## config.mk

```make
export PLATFORM = sky130hd
export DESIGN_NAME = memory_access_block_flat
export DESIGN_NICKNAME = d
export VERILOG_FILES = /design/src/rtl/memory_access_block_pkg.sv /design/src/rtl/memory_access_block_if.sv /design/src/rtl/memory_access_block_mem_wb.sv /design/src/rtl/memory_access_block.sv /design/src/flat_wrapper.sv
export SDC_FILE = /design/constraint.sdc
export NUM_CORES = 1
export LEC_CHECK = 0
export BUFFER_PORTS_ARGS = -buffer_cell sky130_fd_sc_hd__buf_2
export CAP_MARGIN = 30
export CORE_MARGIN = 4
export CORE_UTILIZATION = 41
export CTS_BUF_LIST = sky130_fd_sc_hd__clkbuf_4 sky130_fd_sc_hd__clkbuf_8
export DETAILED_ROUTE_END_ITERATION = 7
export HOLD_SLACK_MARGIN = 0.1
export PLACE_DENSITY_LB_ADDON = 0.2
export SLEW_MARGIN = 15
export SYNTH_ARGS = -nofsm -noshare
export SYNTH_HDL_FRONTEND = slang
export SYNTH_SLANG_ARGS = --single-unit
export TNS_END_PERCENT = 10
```

## constraint.sdc

```tcl
create_clock -name clk_i -period 1.4 [get_ports clk_i]
set_clock_uncertainty 0.05 [all_clocks]
set_input_delay 0.28 -clock clk_i [delete_from_list [all_inputs] [get_ports clk_i]]
set_output_delay 0.28 -clock clk_i [all_outputs]
set_load 0.02 [all_outputs]
```

## src/rtl/memory_access_block_pkg.sv

```systemverilog
// Shared definitions for the MEM stage: data word, register address width,
// pipeline control encodings and the memory access FSM state type.
package memory_access_block_pkg;

  localparam int WORD_WIDTH = 32;
  localparam int ADDR_WIDTH = 5;

  typedef logic [WORD_WIDTH-1:0] word;
  typedef logic [ADDR_WIDTH-1:0] reg_addr;

  typedef enum logic {NO_MEM_READ  = 1'b0, MEM_READ  = 1'b1} mem_read_signal;
  typedef enum logic {NO_MEM_WRITE = 1'b0, MEM_WRITE = 1'b1} mem_write_signal;
  typedef enum logic {NO_REG_WRITE = 1'b0, REG_WRITE = 1'b1} reg_file_write_sig;
  typedef enum logic {ALU_RESULT   = 1'b0, MEM_RESULT = 1'b1} reg_file_data_source;

  typedef enum logic {IDLE = 1'b0, ACCESS = 1'b1} mem_fsm_state;

endpackage

```

## src/rtl/memory_access_block_if.sv

```systemverilog
// Data memory request/response bus.
//   master: drives dmem_req_o/we/addr/wdata, receives dmem_ack_i/dmem_rdata_i
//   slave : the data memory side
interface memory_access_block_if;
  import memory_access_block_pkg::*;

  logic dmem_req_o;
  logic dmem_we_o;
  word  dmem_addr_o;
  word  dmem_wdata_o;
  logic dmem_ack_i;
  word  dmem_rdata_i;

  modport master (
    output dmem_req_o, dmem_we_o, dmem_addr_o, dmem_wdata_o,
    input  dmem_ack_i, dmem_rdata_i
  );

  modport slave (
    input  dmem_req_o, dmem_we_o, dmem_addr_o, dmem_wdata_o,
    output dmem_ack_i, dmem_rdata_i
  );
endinterface

```

## src/rtl/memory_access_block_mem_wb.sv

```systemverilog
// MEM/WB pipeline register. Loads every cycle; load_bubble forces an empty
// slot (not valid, no register write).
//   clk_i, reset_i       : clock, synchronous active-high reset
//   load_bubble          : insert a bubble instead of the next_* values
//   next_*               : values captured on the next edge
//   valid/write_en/dest/data : registered MEM/WB outputs
module memory_writeback_register
  import memory_access_block_pkg::*;
(
  input  logic              clk_i,
  input  logic              reset_i,
  input  logic              load_bubble,
  input  logic              next_valid,
  input  reg_file_write_sig next_write_en,
  input  reg_addr           next_dest,
  input  word               next_data,
  output logic              valid,
  output reg_file_write_sig write_en,
  output reg_addr           dest,
  output word               data
);

  always_ff @(posedge clk_i) begin
    if (reset_i) begin
      valid    <= 1'b0;
      write_en <= NO_REG_WRITE;
      dest     <= '0;
      data     <= '0;
    end else if (load_bubble) begin
      valid    <= 1'b0;
      write_en <= NO_REG_WRITE;
      dest     <= next_dest;
      data     <= next_data;
    end else begin
      valid    <= next_valid;
      write_en <= next_write_en;
      dest     <= next_dest;
      data     <= next_data;
    end
  end

endmodule

```

## src/rtl/memory_access_block.sv

```systemverilog
// MEM pipeline stage: issues data memory accesses, stalls the front of the
// pipe while waiting for the ack, aborts on timeout, and feeds MEM/WB.
//   clk_i, reset_i            : clock, synchronous active-high reset
//   is_valid_i .. reg_2_data_i: EX/MEM entry (held by the pipe while stalled)
//   dmem                      : data memory bus (master side)
//   stall_o                   : freeze IF/ID/EX, hold EX/MEM
//   error_o                   : sticky ack-timeout flag, cleared by reset only
//   *_MEM_o                   : combinational forwarding taps
//   is_valid_o .. reg_data_o  : MEM/WB register outputs
//
// state  | meaning
// IDLE   | no access outstanding; non-memory ops pass through in one cycle
// ACCESS | request on the bus, waiting for ack or timeout
module memory_access_block
  import memory_access_block_pkg::*;
#(
  parameter int ACK_TIMEOUT = 15
) (
  input  logic                  clk_i,
  input  logic                  reset_i,
  input  logic                  is_valid_i,
  input  mem_read_signal        mem_read_en_i,
  input  mem_write_signal       mem_write_en_i,
  input  reg_file_write_sig     reg_file_write_en_i,
  input  reg_file_data_source   reg_file_data_source_i,
  input  reg_addr               reg_dest_addr_i,
  input  word                   alu_result_i,
  input  word                   reg_2_data_i,
  memory_access_block_if.master dmem,
  output logic                  stall_o,
  output logic                  error_o,
  output reg_file_write_sig     reg_write_en_MEM_o,
  output reg_addr               reg_dest_MEM_o,
  output word                   reg_data_MEM_o,
  output logic                  is_valid_o,
  output reg_file_write_sig     reg_file_write_en_o,
  output reg_addr               reg_dest_addr_o,
  output word                   reg_data_o
);

  localparam int CW = $clog2(ACK_TIMEOUT + 1);

  mem_fsm_state state;
  logic [CW-1:0] wait_cnt;

  logic is_store, is_load, mem_op, at_limit, timeout_abort;

  // Write wins when both enables are set, so such an op is never a load.
  assign is_store = (mem_write_en_i == MEM_WRITE);
  assign is_load  = (mem_read_en_i == MEM_READ) && !is_store;
  assign mem_op   = is_valid_i && (is_store || is_load);

  // wait_cnt holds the index of the current ACCESS cycle (1-based).
  assign at_limit      = (state == ACCESS) && (wait_cnt == CW'(ACK_TIMEOUT));
  assign timeout_abort = at_limit && !dmem.dmem_ack_i;

  always_comb begin
    stall_o = 1'b0;
    if (state == IDLE) stall_o = mem_op;
    else               stall_o = !(dmem.dmem_ack_i || at_limit);
  end

  always_ff @(posedge clk_i) begin
    if (reset_i) begin
      state             <= IDLE;
      wait_cnt          <= '0;
      dmem.dmem_req_o   <= 1'b0;
      dmem.dmem_we_o    <= 1'b0;
      dmem.dmem_addr_o  <= '0;
      dmem.dmem_wdata_o <= '0;
      error_o           <= 1'b0;
    end else begin
      case (state)
        IDLE: begin
          if (mem_op) begin
            state             <= ACCESS;
            wait_cnt          <= CW'(1);
            dmem.dmem_req_o   <= 1'b1;
            dmem.dmem_we_o    <= is_store;
            dmem.dmem_addr_o  <= alu_result_i;
            dmem.dmem_wdata_o <= reg_2_data_i;
          end
        end
        ACCESS: begin
          if (dmem.dmem_ack_i || at_limit) begin
            state           <= IDLE;
            wait_cnt        <= '0;
            dmem.dmem_req_o <= 1'b0;
            if (!dmem.dmem_ack_i) error_o <= 1'b1;
          end else begin
            wait_cnt <= wait_cnt + CW'(1);
          end
        end
        default: state <= IDLE;
      endcase
    end
  end

  // Forwarding: load results are not available yet, so loads never forward.
  assign reg_data_MEM_o     = alu_result_i;
  assign reg_dest_MEM_o     = reg_dest_addr_i;
  assign reg_write_en_MEM_o = (is_valid_i && !is_load) ? reg_file_write_en_i : NO_REG_WRITE;

  word               wb_data;
  reg_file_write_sig wb_write_en;

  assign wb_data     = (reg_file_data_source_i == MEM_RESULT && is_load) ? dmem.dmem_rdata_i
                                                                          : alu_result_i;
  assign wb_write_en = is_valid_i ? reg_file_write_en_i : NO_REG_WRITE;

  memory_writeback_register u_mem_wb (
    .clk_i         (clk_i),
    .reset_i       (reset_i),
    .load_bubble   (stall_o || timeout_abort),
    .next_valid    (is_valid_i),
    .next_write_en (wb_write_en),
    .next_dest     (reg_dest_addr_i),
    .next_data     (wb_data),
    .valid         (is_valid_o),
    .write_en      (reg_file_write_en_o),
    .dest          (reg_dest_addr_o),
    .data          (reg_data_o)
  );

endmodule

```

## src/flat_wrapper.sv

```systemverilog
// flat-port wrapper written by rule: the top's interface ports become plain ports
module memory_access_block_flat import memory_access_block_pkg::*;
#(
  parameter int ACK_TIMEOUT = 15
)
  (clk_i, reset_i, is_valid_i, mem_read_en_i, mem_write_en_i, reg_file_write_en_i, reg_file_data_source_i, reg_dest_addr_i, alu_result_i, reg_2_data_i, stall_o, error_o, reg_write_en_MEM_o, reg_dest_MEM_o, reg_data_MEM_o, is_valid_o, reg_file_write_en_o, reg_dest_addr_o, reg_data_o, dmem_dmem_req_o, dmem_dmem_we_o, dmem_dmem_addr_o, dmem_dmem_wdata_o, dmem_dmem_ack_i, dmem_dmem_rdata_i);
  memory_access_block_if dmem_i ();
  input  logic clk_i;
  input  logic reset_i;
  input  logic is_valid_i;
  input  mem_read_signal mem_read_en_i;
  input  mem_write_signal mem_write_en_i;
  input  reg_file_write_sig reg_file_write_en_i;
  input  reg_file_data_source reg_file_data_source_i;
  input  reg_addr reg_dest_addr_i;
  input  word alu_result_i;
  input  word reg_2_data_i;
  output logic stall_o;
  output logic error_o;
  output reg_file_write_sig reg_write_en_MEM_o;
  output reg_addr reg_dest_MEM_o;
  output word reg_data_MEM_o;
  output logic is_valid_o;
  output reg_file_write_sig reg_file_write_en_o;
  output reg_addr reg_dest_addr_o;
  output word reg_data_o;
  output wire logic [$bits(dmem_i.dmem_req_o)-1:0] dmem_dmem_req_o;
  output wire logic [$bits(dmem_i.dmem_we_o)-1:0] dmem_dmem_we_o;
  output wire logic [$bits(dmem_i.dmem_addr_o)-1:0] dmem_dmem_addr_o;
  output wire logic [$bits(dmem_i.dmem_wdata_o)-1:0] dmem_dmem_wdata_o;
  input wire logic [$bits(dmem_i.dmem_ack_i)-1:0] dmem_dmem_ack_i;
  input wire logic [$bits(dmem_i.dmem_rdata_i)-1:0] dmem_dmem_rdata_i;
  assign dmem_dmem_req_o = dmem_i.dmem_req_o;
  assign dmem_dmem_we_o = dmem_i.dmem_we_o;
  assign dmem_dmem_addr_o = dmem_i.dmem_addr_o;
  assign dmem_dmem_wdata_o = dmem_i.dmem_wdata_o;
  assign dmem_i.dmem_ack_i = dmem_dmem_ack_i;
  assign dmem_i.dmem_rdata_i = dmem_dmem_rdata_i;
  memory_access_block #(.ACK_TIMEOUT(ACK_TIMEOUT)) u_core (.clk_i(clk_i), .reset_i(reset_i), .is_valid_i(is_valid_i), .mem_read_en_i(mem_read_en_i), .mem_write_en_i(mem_write_en_i), .reg_file_write_en_i(reg_file_write_en_i), .reg_file_data_source_i(reg_file_data_source_i), .reg_dest_addr_i(reg_dest_addr_i), .alu_result_i(alu_result_i), .reg_2_data_i(reg_2_data_i), .dmem(dmem_i), .stall_o(stall_o), .error_o(error_o), .reg_write_en_MEM_o(reg_write_en_MEM_o), .reg_dest_MEM_o(reg_dest_MEM_o), .reg_data_MEM_o(reg_data_MEM_o), .is_valid_o(is_valid_o), .reg_file_write_en_o(reg_file_write_en_o), .reg_dest_addr_o(reg_dest_addr_o), .reg_data_o(reg_data_o));
endmodule
```

Word level (Yosys, flattened, before mapping)
Cells that the tools add are included.
{"block": "totals", "output_inout_bits": 145, "elab_cells": 48, "regBits": 111, "input_bits": 109}
{"block": "op_classes", "reduce_logical": 18, "n_addsub": 1, "eq_ne": 3, "bitwise_logic": 3, "n_mux": 12}
{"op": "$mux 32", "n": 1}
{"op": "$mux 4", "n": 2}
{"op": "$pmux 4 s2", "n": 1}
{"op": "$logic_and 1x1->1", "n": 6}
{"op": "$mux 1", "n": 6}
{"op": "$add 4x1->4 const B", "n": 1}
{"op": "$eq 4x4->1 const B", "n": 1}
{"op": "$logic_not 1->1", "n": 4}
{"op": "$pmux 1 s2", "n": 2}
{"op": "$reduce_and 2->1", "n": 2}
{"op": "$logic_or 1x1->1", "n": 3}
{"op": "$not 1->1", "n": 3}
{"op": "$reduce_and 3->1", "n": 1}
{"op": "$reduce_or 3->1", "n": 1}
{"op": "$ne 2x1->1 const B", "n": 1}
{"op": "$ne 2x2->1 const B", "n": 1}
{"op": "$reduce_or 2->1", "n": 1}

Logic depth before layout (Yosys ltp)
Gate-level depths: netlist (run 1).
{"block": "logic_depth", "depth_word": 7, "depth_mapped": 6, "depth_no_buf": 4}

Cells and area by module
From an unflattened synthesis (run 1), not the netlist that was laid out.
{"block": "hier_totals", "hier_cells": 492, "area_unflattened_um2": 4664.5}
{"module": "memory_access_block", "area_per_inst_um2": 3604.7, "instances": 1, "cells_each": 410}
{"module": "memory_writeback_register", "area_per_inst_um2": 1059.8, "instances": 1, "cells_each": 82}

Worst setup path after synthesis (run 1)
OpenSTA, ideal clock, no wires.
{"block": "synth_path", "kind": "register to output", "from": "reg u_core.wait_cnt[0]", "to": "out stall_o", "t_required_ps": 1070, "setup_slack_ps": -162, "t_arrival_ps": 1232, "path_stages_with_launch": 5, "cell_sequence": "dfxtp_1 ha_1 and3_1 o21a_1 nor2_1"}
{"block": "synth_via", "elab_chain_len": 5}
{"element": "from (decl)", "line": "memory_access_block.sv:44", "rtl": "logic [CW-1:0] wait_cnt;"}
{"element": "from (signal assigned)", "line": "memory_access_block.sv:91", "rtl": "wait_cnt <= wait_cnt + CW'(1);"}
{"element": "$eq 4x4->1", "line": "memory_access_block.sv:54", "rtl": "assign at_limit = (state == ACCESS) && (wait_cnt == CW'(ACK_TIMEOUT));"}
{"element": "$logic_and 1x1->1", "line": "memory_access_block.sv:54"}
{"element": "$logic_or 1x1->1", "line": "memory_access_block.sv:60", "rtl": "else stall_o = !(dmem.dmem_ack_i || at_limit);"}
{"element": "$logic_not 1->1", "line": "memory_access_block.sv:60"}
{"element": "$mux 1", "line": "memory_access_block.sv:59", "rtl": "if (state == IDLE) stall_o = mem_op;"}
{"element": "to (decl)", "line": "flat_wrapper.sv:18", "rtl": "output logic stall_o;"}
No other way between the ends.

Final worst setup path (run 1)
{"block": "layout_path", "from": "reg u_core.wait_cnt[1]", "to": "out stall_o"}
Same word-level chain as after synthesis.

==> results of run 1 <==
[per-layer routing]
metal / vias up / track usage (%)
li1: 2352 / -
met2: 238 / 41.4
met3: 27 / 6.25
met4: 0 / 8.19
met1: 2281 / 26.9
met5: - / 0
[Yosys cell counts, drive strengths merged]
cell and n:
nor4b 1, a21oi 102, or4 1, nor3 3, nor2b 5, o21a 2
nor4 1, o21ai 66, a311oi 1, nand2b 1, nand4 1, buf 58
and3b 1, clkbuf 27, nand3b 1, nand2 66, nor2 4, dfxtp 111
a2111oi 1, and2b 1, nand3 70, and3 1, ha 1, a31oi 1
inv 2
[flip-flops by register name, summed over array words and instances, names as in the netlist]
signal,cells
u_core.dmem.dmem_addr_o,32
u_core.dmem.dmem_wdata_o,32
u_core.u_mem_wb.data,32
u_core.u_mem_wb.dest,5
u_core.wait_cnt,4
u_core.dmem.dmem_req_o,1
u_core.dmem.dmem_we_o,1
u_core.error_o,1
u_core.state,1
u_core.u_mem_wb.valid,1
u_core.u_mem_wb.write_en,1
[power by group through the flow]
stage / combinational [mW] / sequential [mW] / clock, mW
2_1_floorplan: 0.615 / 3.72 / 0
3_3_place_gp: 1.35 / 3.48 / 0
3_5_place_dp: 1.36 / 3.49 / 0
4_1_cts: 1.56 / 3.42 / 2.19
5_1_grt: 1.70 / 3.44 / 2.29
6_report: 1.56 / 3.42 / 2.11
[worst min path at each step]
| stage | startpoint | to | slack, ns | cells past startpoint |
|---|---|---|---|---|
| after global routing | alu_result_i[2] | u_core.u_mem_wb.data[2]$_SDFF_PP0_ | 0.11 | 3 |
| after CTS | reg_file_write_en_i | u_core.u_mem_wb.write_en$_SDFF_PP0_ | 0.10 | 3 |
| after floorplan | reset_i | u_core.wait_cnt[0]$_SDFFE_PP0P_ | 0.30 | 1 |
| after detailed placement | u_core.dmem.dmem_addr_o[25]$_SDFFE_PP0P_ | u_core.dmem.dmem_addr_o[25]$_SDFFE_PP0P_ | 0.41 | 2 |
| after global placement | u_core.dmem.dmem_wdata_o[11]$_SDFFE_PP0P_ | u_core.dmem.dmem_wdata_o[11]$_SDFFE_PP0P_ | 0.41 | 2 |
| final | alu_result_i[25] | u_core.dmem.dmem_addr_o[25]$_SDFFE_PP0P_ | 0.12 | 3 |
[critical path, delay by kind of cell, from the launching register on]
family / cells / cell delay [ns]
fa+ha+maj: 1 / 0.16
flops: 1 / 0.35
compound gates: 1 / 0.20
simple gates: 2 / 0.27
buf+inv: 1 / 0.12
[area by class of cell]
type / instances / share of cell area (%)
timing repair buffer: 363 / 36.1
multi-input combinational: 331 / 24.8
tap: 136 / 2.53
clock buffer: 11 / 2.07
clock inverter: 5 / 1.23
sequential: 111 / 33.1
inverter: 2 / 0.112
[through the flow]
| stage | hold WS (ns) | power [mW] | worst slack, ns |
|---|---|---|---|
| 2_1_floorplan | 0.302 | 4.33 | 0.0111 |
| 3_3_place_gp | 0.408 | 4.83 | -0.0570 |
| 3_5_place_dp | 0.414 | 4.85 | -0.0657 |
| 4_1_cts | 0.100 | 7.17 | -0.417 |
| 5_1_grt | 0.110 | 7.43 | -0.446 |
| 6_report | 0.123 | 7.10 | -0.389 |
[what timing repair did]
action	4_1_cts	5_1_grt
resized for setup	3	0
hold buffers	86	0
endpoints found under the setup margin	2	5
pin swaps	3	0
endpoints found under the hold margin	69	0
[kinds of logic after synthesis]
logic type | share of synthesized area [%]
AOI/OAI and AO/OA | 20.3
adders and majority gates | 0.286
buffers and inverters | 12.1
DFF | 50.7
and+or+nand+nor | 16.5
==> out/results.env, run 1 <==
WORSTSETUPPATHTYPE='flop to primary output'
FIRST_GLOBAL_VIAS=4880
REG2REG_SETUP_SLACK_NS=-0.04
PLACE.PORT_BUFFERS=253
MET1_LENGTH_MM=5.73
DETAIL_ROUTE.FIRST_PASS.ITERATIONS=4
CTSHTREEMAXLEVEL=3
VDD.IR_DROP.WORST_uV=632
FINISH.INSTANCE_AREA_SQ_MM=0.00672
WORST_R2R_PATH_DEPTH=5
DRV.MAX_CAP_VIOLATION_COUNT=0
NUMBER_OF_BUFFERS_INSERTED_TO_REPAIR_SETUP_AFTER_CTS=0
LAYOUT.AREA.SEQ_SQ_MM=0.00223
SYNTH-SEQ-AREA-SHARE_PCT=50.7
FINALNETCOUNT=928
DRC=0
NETLIST.AREA_LEADER.SHARE_PCT=50.7
FLOORPLAN.DIE.WIDTH_UM=111
ROUTED_VIA_DENSITY=5.11
GLOBALROUTEOVERFLOWTOTAL=0
VIAS_POST_DR=4898
FLOORPLAN.DIE_AREA_SQ_MM=0.0124
LAYOUT_COMMONEST_CELL='sky130_fd_sc_hd__buf_2'
POST-ROUTE-PERIOD-UTIL_PCT=128
POWER.NET_SWITCHING_mW=2.04
AVGROUTEDWIREPERCELL_UM=15.3
TOP_LEVEL_PORTS=254
TIMING.HOLD.WORST.CLASS='input pin to flop'
SYNTH_NETS=639
CRIT_PATH_START_KIND='flop'
HEIGHT_OF_THE_CHIP_UM=111
TOP_SIGNAL_LAYER_USED='met4'
CRIT_PATH_CELL_TRACE='ha_4 -> and3_4 -> o21a_4 -> nor2_4 -> buf_6'
MAX_SLEW_MARGIN_PCT=74.3
STATUS='finished with violations'
SEQPWRFRAC_PCT=48.2
SETUP-VIOLATIONS-FINAL=2
YS_TOP_CELLS_BY_AREA='sky130_fd_sc_hd__dfxtp_1 51%, sky130_fd_sc_hd__a21oi_1 12%, sky130_fd_sc_hd__nand3_1 8.0%'
POWER-PER-CELL-AREA_mW_PER_MM2=1060
AREA_GROWTH_SYN_TO_LAYOUT_PCT=53.5
GRT_FIRST_PASS_WIRELENGTH_MM=24.1
PLACED_CELL_AREA_SQ_MM=0.00563
CLK-INSERTION-DELAY-LATE_NS=0.36
INTERNAL-POWER_mW=5.05
FIN_WS_NS=-0.389
MAX_SLEW_VIOLATION_COUNT=0
CRITPATHLAUNCH='u_core.wait_cnt[1]$_SDFFE_PP0P_'
UTILIZATION_PCT=64.8
DP_CELLS=857
YS_TYPES=30
CLK_PIN_SLEW_NS=0.10
FAILING_CHECKS='negative setup slack'
DPL.HPWL_MM=9.53
FINAL-INSTANCE-COUNT-EXCL-FILL=959
ANT_NETS=0
WIRELENGTH_MM=14.7
CRITICAL_PATH.MAX_STAGE_DELAY_NS=0.35
CRITPATHCAPTURETYPE='primary output'
N_FILL_CELL=842
SHARE_CLK_OF_TOTAL_POWER_PCT=29.7
FMAX_MHz=559
AREA_TAKEN_BY_MULTI_INPUT_LOGIC_GATES_SQ_MM=0.00167
CTS-ROOT-TO-SINK-BUFFERS=2
SYNTHCELLS=529
GRT_SETUP_UNREPAIRED='true'
CLOCK_SINK_COUNT=111
P_LEAK_nW=3.14
P_COMB_SHARE_PCT=22.0
FINAL_HOLD_VIOLATION_COUNT=0
YS_SEQ_ELEMENTS=111
POST-SYNTH-TOP-AREA-CELL='sky130_fd_sc_hd__dfxtp_1'
PLACE_CONGESTION=0.828
GRT_USE_TOTAL_PCT=23.3
TNS_NS=-0.428
ANTENNA_FOUND_INITIAL=0
NUMBER_OF_BUFFERS_ADDED_BY_THE_CLOCK_TREE_SYNTHESIS_STEP=9
WORST_R2R_ENDPOINT='u_core.wait_cnt[0]$_SDFFE_PP0P_'
SYN_AVG_CELL_AREA_SQ_UM=8.28
DR_WL_MET2_MM=7.50
CRITICAL-PATH-SLOWEST-CELL='sky130_fd_sc_hd__dfxtp_2'
YOSYS_WARNINGS=0
ENDPOINT='stall_o'
CTS_ROOT_BUFFER='sky130_fd_sc_hd__clkbuf_8'
INITIAL_UTILIZATION_PCT=42.2
MOSTFREQUENTLAYOUTCELLS='251 x sky130_fd_sc_hd__buf_2, 108 x sky130_fd_sc_hd__dfxtp_1, 102 x sky130_fd_sc_hd__a21oi_1'
GRT_START_MAX_NET_PINS=54
CTS_TREE='built'
WORST-ENDPOINT-ARRIVAL_NS=1.46
LAYOUT-DRIVE-GT1-SHARE_PCT=36.9
DRT-INITIAL-DRC-COUNT=364
DATA_REQUIRED_CRITICAL_PATH_NS=1.07
SYN-CELL-AREA_SQ_MM=0.00438
TIMING_WORST_SLEW_PIN_VALUE_NS=0.385
CORE.ROWCOUNT=37
CRIT_FANOUT=2
MET3_WIRELENGTH_MM=1.18
CORE-AREA_SQ_MM=0.0104
NUMBER_OF_INSERTED_DIODES=0
POWER_SWITCHING_SHARE_PCT=28.8
WORST_R2R_STARTPOINT='u_core.wait_cnt[1]$_SDFFE_PP0P_'
FINAL.MIN_CLOCK_PERIOD_NS=1.79
Note: power is estimated with default switching activity, not from simulation.
==> run 2: changes to the inputs <==
--- a/config.mk
+++ b/config.mk
@@ -8,7 +8,7 @@
 export BUFFER_PORTS_ARGS = -buffer_cell sky130_fd_sc_hd__buf_2
 export CAP_MARGIN = 30
 export CORE_MARGIN = 4
-export CORE_UTILIZATION = 41
+export CORE_UTILIZATION = 45
 export CTS_BUF_LIST = sky130_fd_sc_hd__clkbuf_4 sky130_fd_sc_hd__clkbuf_8
 export DETAILED_ROUTE_END_ITERATION = 7
 export HOLD_SLACK_MARGIN = 0.1
==> constraint.sdc (replaced) <==
create_clock -name clk_i -period 1.9 [get_ports clk_i]
set_clock_uncertainty 0.05 [all_clocks]
set_input_delay 0.38 -clock clk_i [delete_from_list [all_inputs] [get_ports clk_i]]
set_output_delay 0.38 -clock clk_i [all_outputs]
set_load 0.02 [all_outputs]
==> run 2 against run 1 <==
Effect of this change: the flow now finishes without violations; wire length down 9.3%; sequential power down 26%; highest routed layer unchanged; critical path depth unchanged; non-clock buffer count down 93; largest cell class is now registers; hold slack better by 0.065 ns; register-to-register slack better by 0.45 ns; die area down 8.3%; clock power down 37%.
==> out/results.env, run 2 (synthesis gave the netlist of run 1 again) <==
TIMING.HOLD.WORST.CLASS='input pin to flop'  # unchanged
FINAL_HOLD_VIOLATION_COUNT=0  # unchanged
MAX_SLEW_VIOLATION_COUNT=0  # unchanged
CTS_ROOT_BUFFER='sky130_fd_sc_hd__clkbuf_8'  # unchanged
LAYOUT-DRIVE-GT1-SHARE_PCT=40.4  # was 36.9%
ANT_NETS=0  # unchanged
DRC=0  # unchanged
CORE.ROWCOUNT=35  # was 37
AVGROUTEDWIREPERCELL_UM=15.5  # was 15.3 um
STATUS='completed'  # was finished with violations
DATA_REQUIRED_CRITICAL_PATH_NS=1.47  # was 1.07 ns
CTS_HOLD_BUF=0  # was 86
CLK_PIN_SLEW_NS=0.10  # about the same
VDD.IR_DROP.WORST_uV=431  # was 632 uV
WORSTSETUPPATHTYPE='flop to primary output'  # unchanged
LAYOUT_COMMONEST_CELL='sky130_fd_sc_hd__buf_2'  # unchanged
ANTENNA_FOUND_INITIAL=0  # unchanged
FMAX_MHz=528
CORE-AREA_SQ_MM=0.00937  # was 0.0104 sq mm
CRITPATHCAPTURETYPE='primary output'  # unchanged
CLK-INSERTION-DELAY-LATE_NS=0.35  # was 0.36 ns
WORST_R2R_PATH_DEPTH=3  # was 5
GRT_USE_TOTAL_PCT=22.5  # was 23.3%
UTILIZATION_PCT=60.8  # was 64.8%
FLOORPLAN.DIE_AREA_SQ_MM=0.0114  # was 0.0124 sq mm
FINAL.MIN_CLOCK_PERIOD_NS=1.89
NUMBER_OF_INSERTED_DIODES=0  # unchanged
DR_WL_MET2_MM=6.67  # was 7.50 mm
DRT-INITIAL-DRC-COUNT=223  # was 364
MET3_WIRELENGTH_MM=1.28  # was 1.18 mm
GRT_FIRST_PASS_WIRELENGTH_MM=20.8  # was 24.1 mm
VIAS_POST_DR=4398  # was 4898
CTS-ROOT-TO-SINK-BUFFERS=2  # unchanged
AREA_GROWTH_SYN_TO_LAYOUT_PCT=30.1  # was 53.5%
DPL.HPWL_MM=9.52  # was 9.53 mm
CTSHTREEMAXLEVEL=3  # unchanged
TOTAL_POWER_mW=4.82  # was 7.10 mW
HOLD_WS_NS=0.188  # was 0.123 ns
TOP_SIGNAL_LAYER_USED='met4'  # unchanged
BIGGESTREGSBYFLOPS='u_core.dmem.dmem_addr_o x32, u_core.dmem.dmem_wdata_o x32, u_core.u_mem_wb.data x32'  # unchanged
FINALNETCOUNT=835  # was 928
CTS_TREE='built'  # unchanged
CRIT_FANOUT=2  # unchanged
POST-ROUTE-PERIOD-UTIL_PCT=99.6
GRT_START_MAX_NET_PINS=70  # was 54
CRITPATHLAUNCH='u_core.wait_cnt[0]$_SDFFE_PP0P_'  # was u_core.wait_cnt[1]$_SDFFE_PP0P_
PLACE.PORT_BUFFERS=253  # unchanged
ENDPOINT='stall_o'  # unchanged
GLOBALROUTEOVERFLOWTOTAL=0  # unchanged
DETAIL_ROUTE.FIRST_PASS.ITERATIONS=4  # unchanged
HEIGHT_OF_THE_CHIP_UM=107  # was 111 um
WIRELENGTH_MM=13.3  # was 14.7 mm
WORST_R2R_STARTPOINT='u_core.state$_SDFF_PP0_'  # was u_core.wait_cnt[1]$_SDFFE_PP0P_
NUMBER_OF_BUFFERS_ADDED_BY_THE_CLOCK_TREE_SYNTHESIS_STEP=9  # unchanged
MOSTFREQUENTLAYOUTCELLS='251 x sky130_fd_sc_hd__buf_2, 108 x sky130_fd_sc_hd__dfxtp_1, 102 x sky130_fd_sc_hd__a21oi_1'  # unchanged
INITIAL_UTILIZATION_PCT=46.7  # was 42.2%
WORST_R2R_ENDPOINT='u_core.wait_cnt[3]$_SDFFE_PP0P_'  # was u_core.wait_cnt[0]$_SDFFE_PP0P_
HOLD_CRITICAL_PATH_DEPTH=2  # was 3
FIRST_GLOBAL_VIAS=4222  # was 4880
DRV.MAX_CAP_VIOLATION_COUNT=0  # unchanged
ROUTED_VIA_DENSITY=5.12  # was 5.11
CRIT_PATH_START_KIND='flop'  # unchanged
P_LEAK_nW=2.72  # was 3.14 nW
TOP_LEVEL_PORTS=254  # unchanged
WORST-ENDPOINT-ARRIVAL_NS=1.46  # about the same
MAX_SLEW_MARGIN_PCT=66.4  # was 74.3%
SETUP-VIOLATIONS-FINAL=0  # was 2
POWER-PER-CELL-AREA_mW_PER_MM2=846  # was 1060 mW/mm^2
FLOORPLAN.DIE.WIDTH_UM=107  # was 111 um
MET1_LENGTH_MM=5.24  # was 5.73 mm
GRT_SETUP_UNREPAIRED='true'  # unchanged
PLACE_CONGESTION=0.742  # was 0.828
CLOCK_SINK_COUNT=111  # unchanged
TIMING_WORST_SLEW_PIN_VALUE_NS=0.504  # was 0.385 ns
REG2REG_SETUP_SLACK_NS=0.41  # was -0.04 ns
==> run 2: where the power goes <==
group          switching (mW)  internal (mW)
Sequential             0.0566           2.46
Combinational           0.624          0.342
Clock                   0.766          0.568
==> run 2: layout make-up <==
class | instances | area [sq um]
Clock buffer | 12 | 159
Sequential cell | 111 | 2230
Inverter | 2 | 7.51
Clock inverter | 4 | 30.0
Fill cell | 877 | 3670
Timing Repair Buffer | 270 | 1460
Multi-Input combinational cell | 331 | 1650
Tap cell | 129 | 161
==> run 2: through the flow <==
stage | cell area [sq um] | instances | TNS, ns | worst slack (ns)
floorplan | 4380 | 529 | 0 | 0.238
global placement | 5450 | 838 | 0 | 0.245
detailed placement | 5450 | 838 | 0 | 0.195
CTS | 5680 | 857 | -0.0556 | -0.0556
global route | 5700 | 859 | -0.0928 | -0.0928
finish | 5700 | 859 | 0 | 0.00715
==> run 2: timing repair <==
action	in CTS	in global routing
pin swaps	3	3
endpoints found under the setup margin	1	1
gates resized for setup	6	0
buffers inserted	3	2
==> run 2: worst max-delay path: stages, from the launching register on <==
cell and delay, ns:
sky130_fd_sc_hd__dfxtp_2 0.35, sky130_fd_sc_hd__ha_4 0.16, sky130_fd_sc_hd__and3_4 0.18, sky130_fd_sc_hd__o21a_1 0.18, sky130_fd_sc_hd__nor2_1 0.10, sky130_fd_sc_hd__buf_4 0.15
==> run 2: routing by layer <==
| layer | GRT usage [%] | vias to the layer above |
|---|---|---|
| met4 | 6.58 | 0 |
| met3 | 7.71 | 11 |
| li1 | - | 2168 |
| met5 | 0 | - |
| met2 | 39.8 | 169 |
| met1 | 25.7 | 2050 |
==> run 2: worst min path at each step <==
stage | startpoint | to
after floorplan | reset_i | u_core.wait_cnt[0]$_SDFFE_PP0P_
after global placement | u_core.dmem.dmem_addr_o[27]$_SDFFE_PP0P_ | u_core.dmem.dmem_addr_o[27]$_SDFFE_PP0P_
after detailed placement | u_core.dmem.dmem_wdata_o[24]$_SDFFE_PP0P_ | u_core.dmem.dmem_wdata_o[24]$_SDFFE_PP0P_
after CTS | reg_dest_addr_i[3] | u_core.u_mem_wb.dest[3]$_SDFF_PP0_
after global routing | reg_dest_addr_i[3] | u_core.u_mem_wb.dest[3]$_SDFF_PP0_
final | reg_dest_addr_i[3] | u_core.u_mem_wb.dest[3]$_SDFF_PP0_
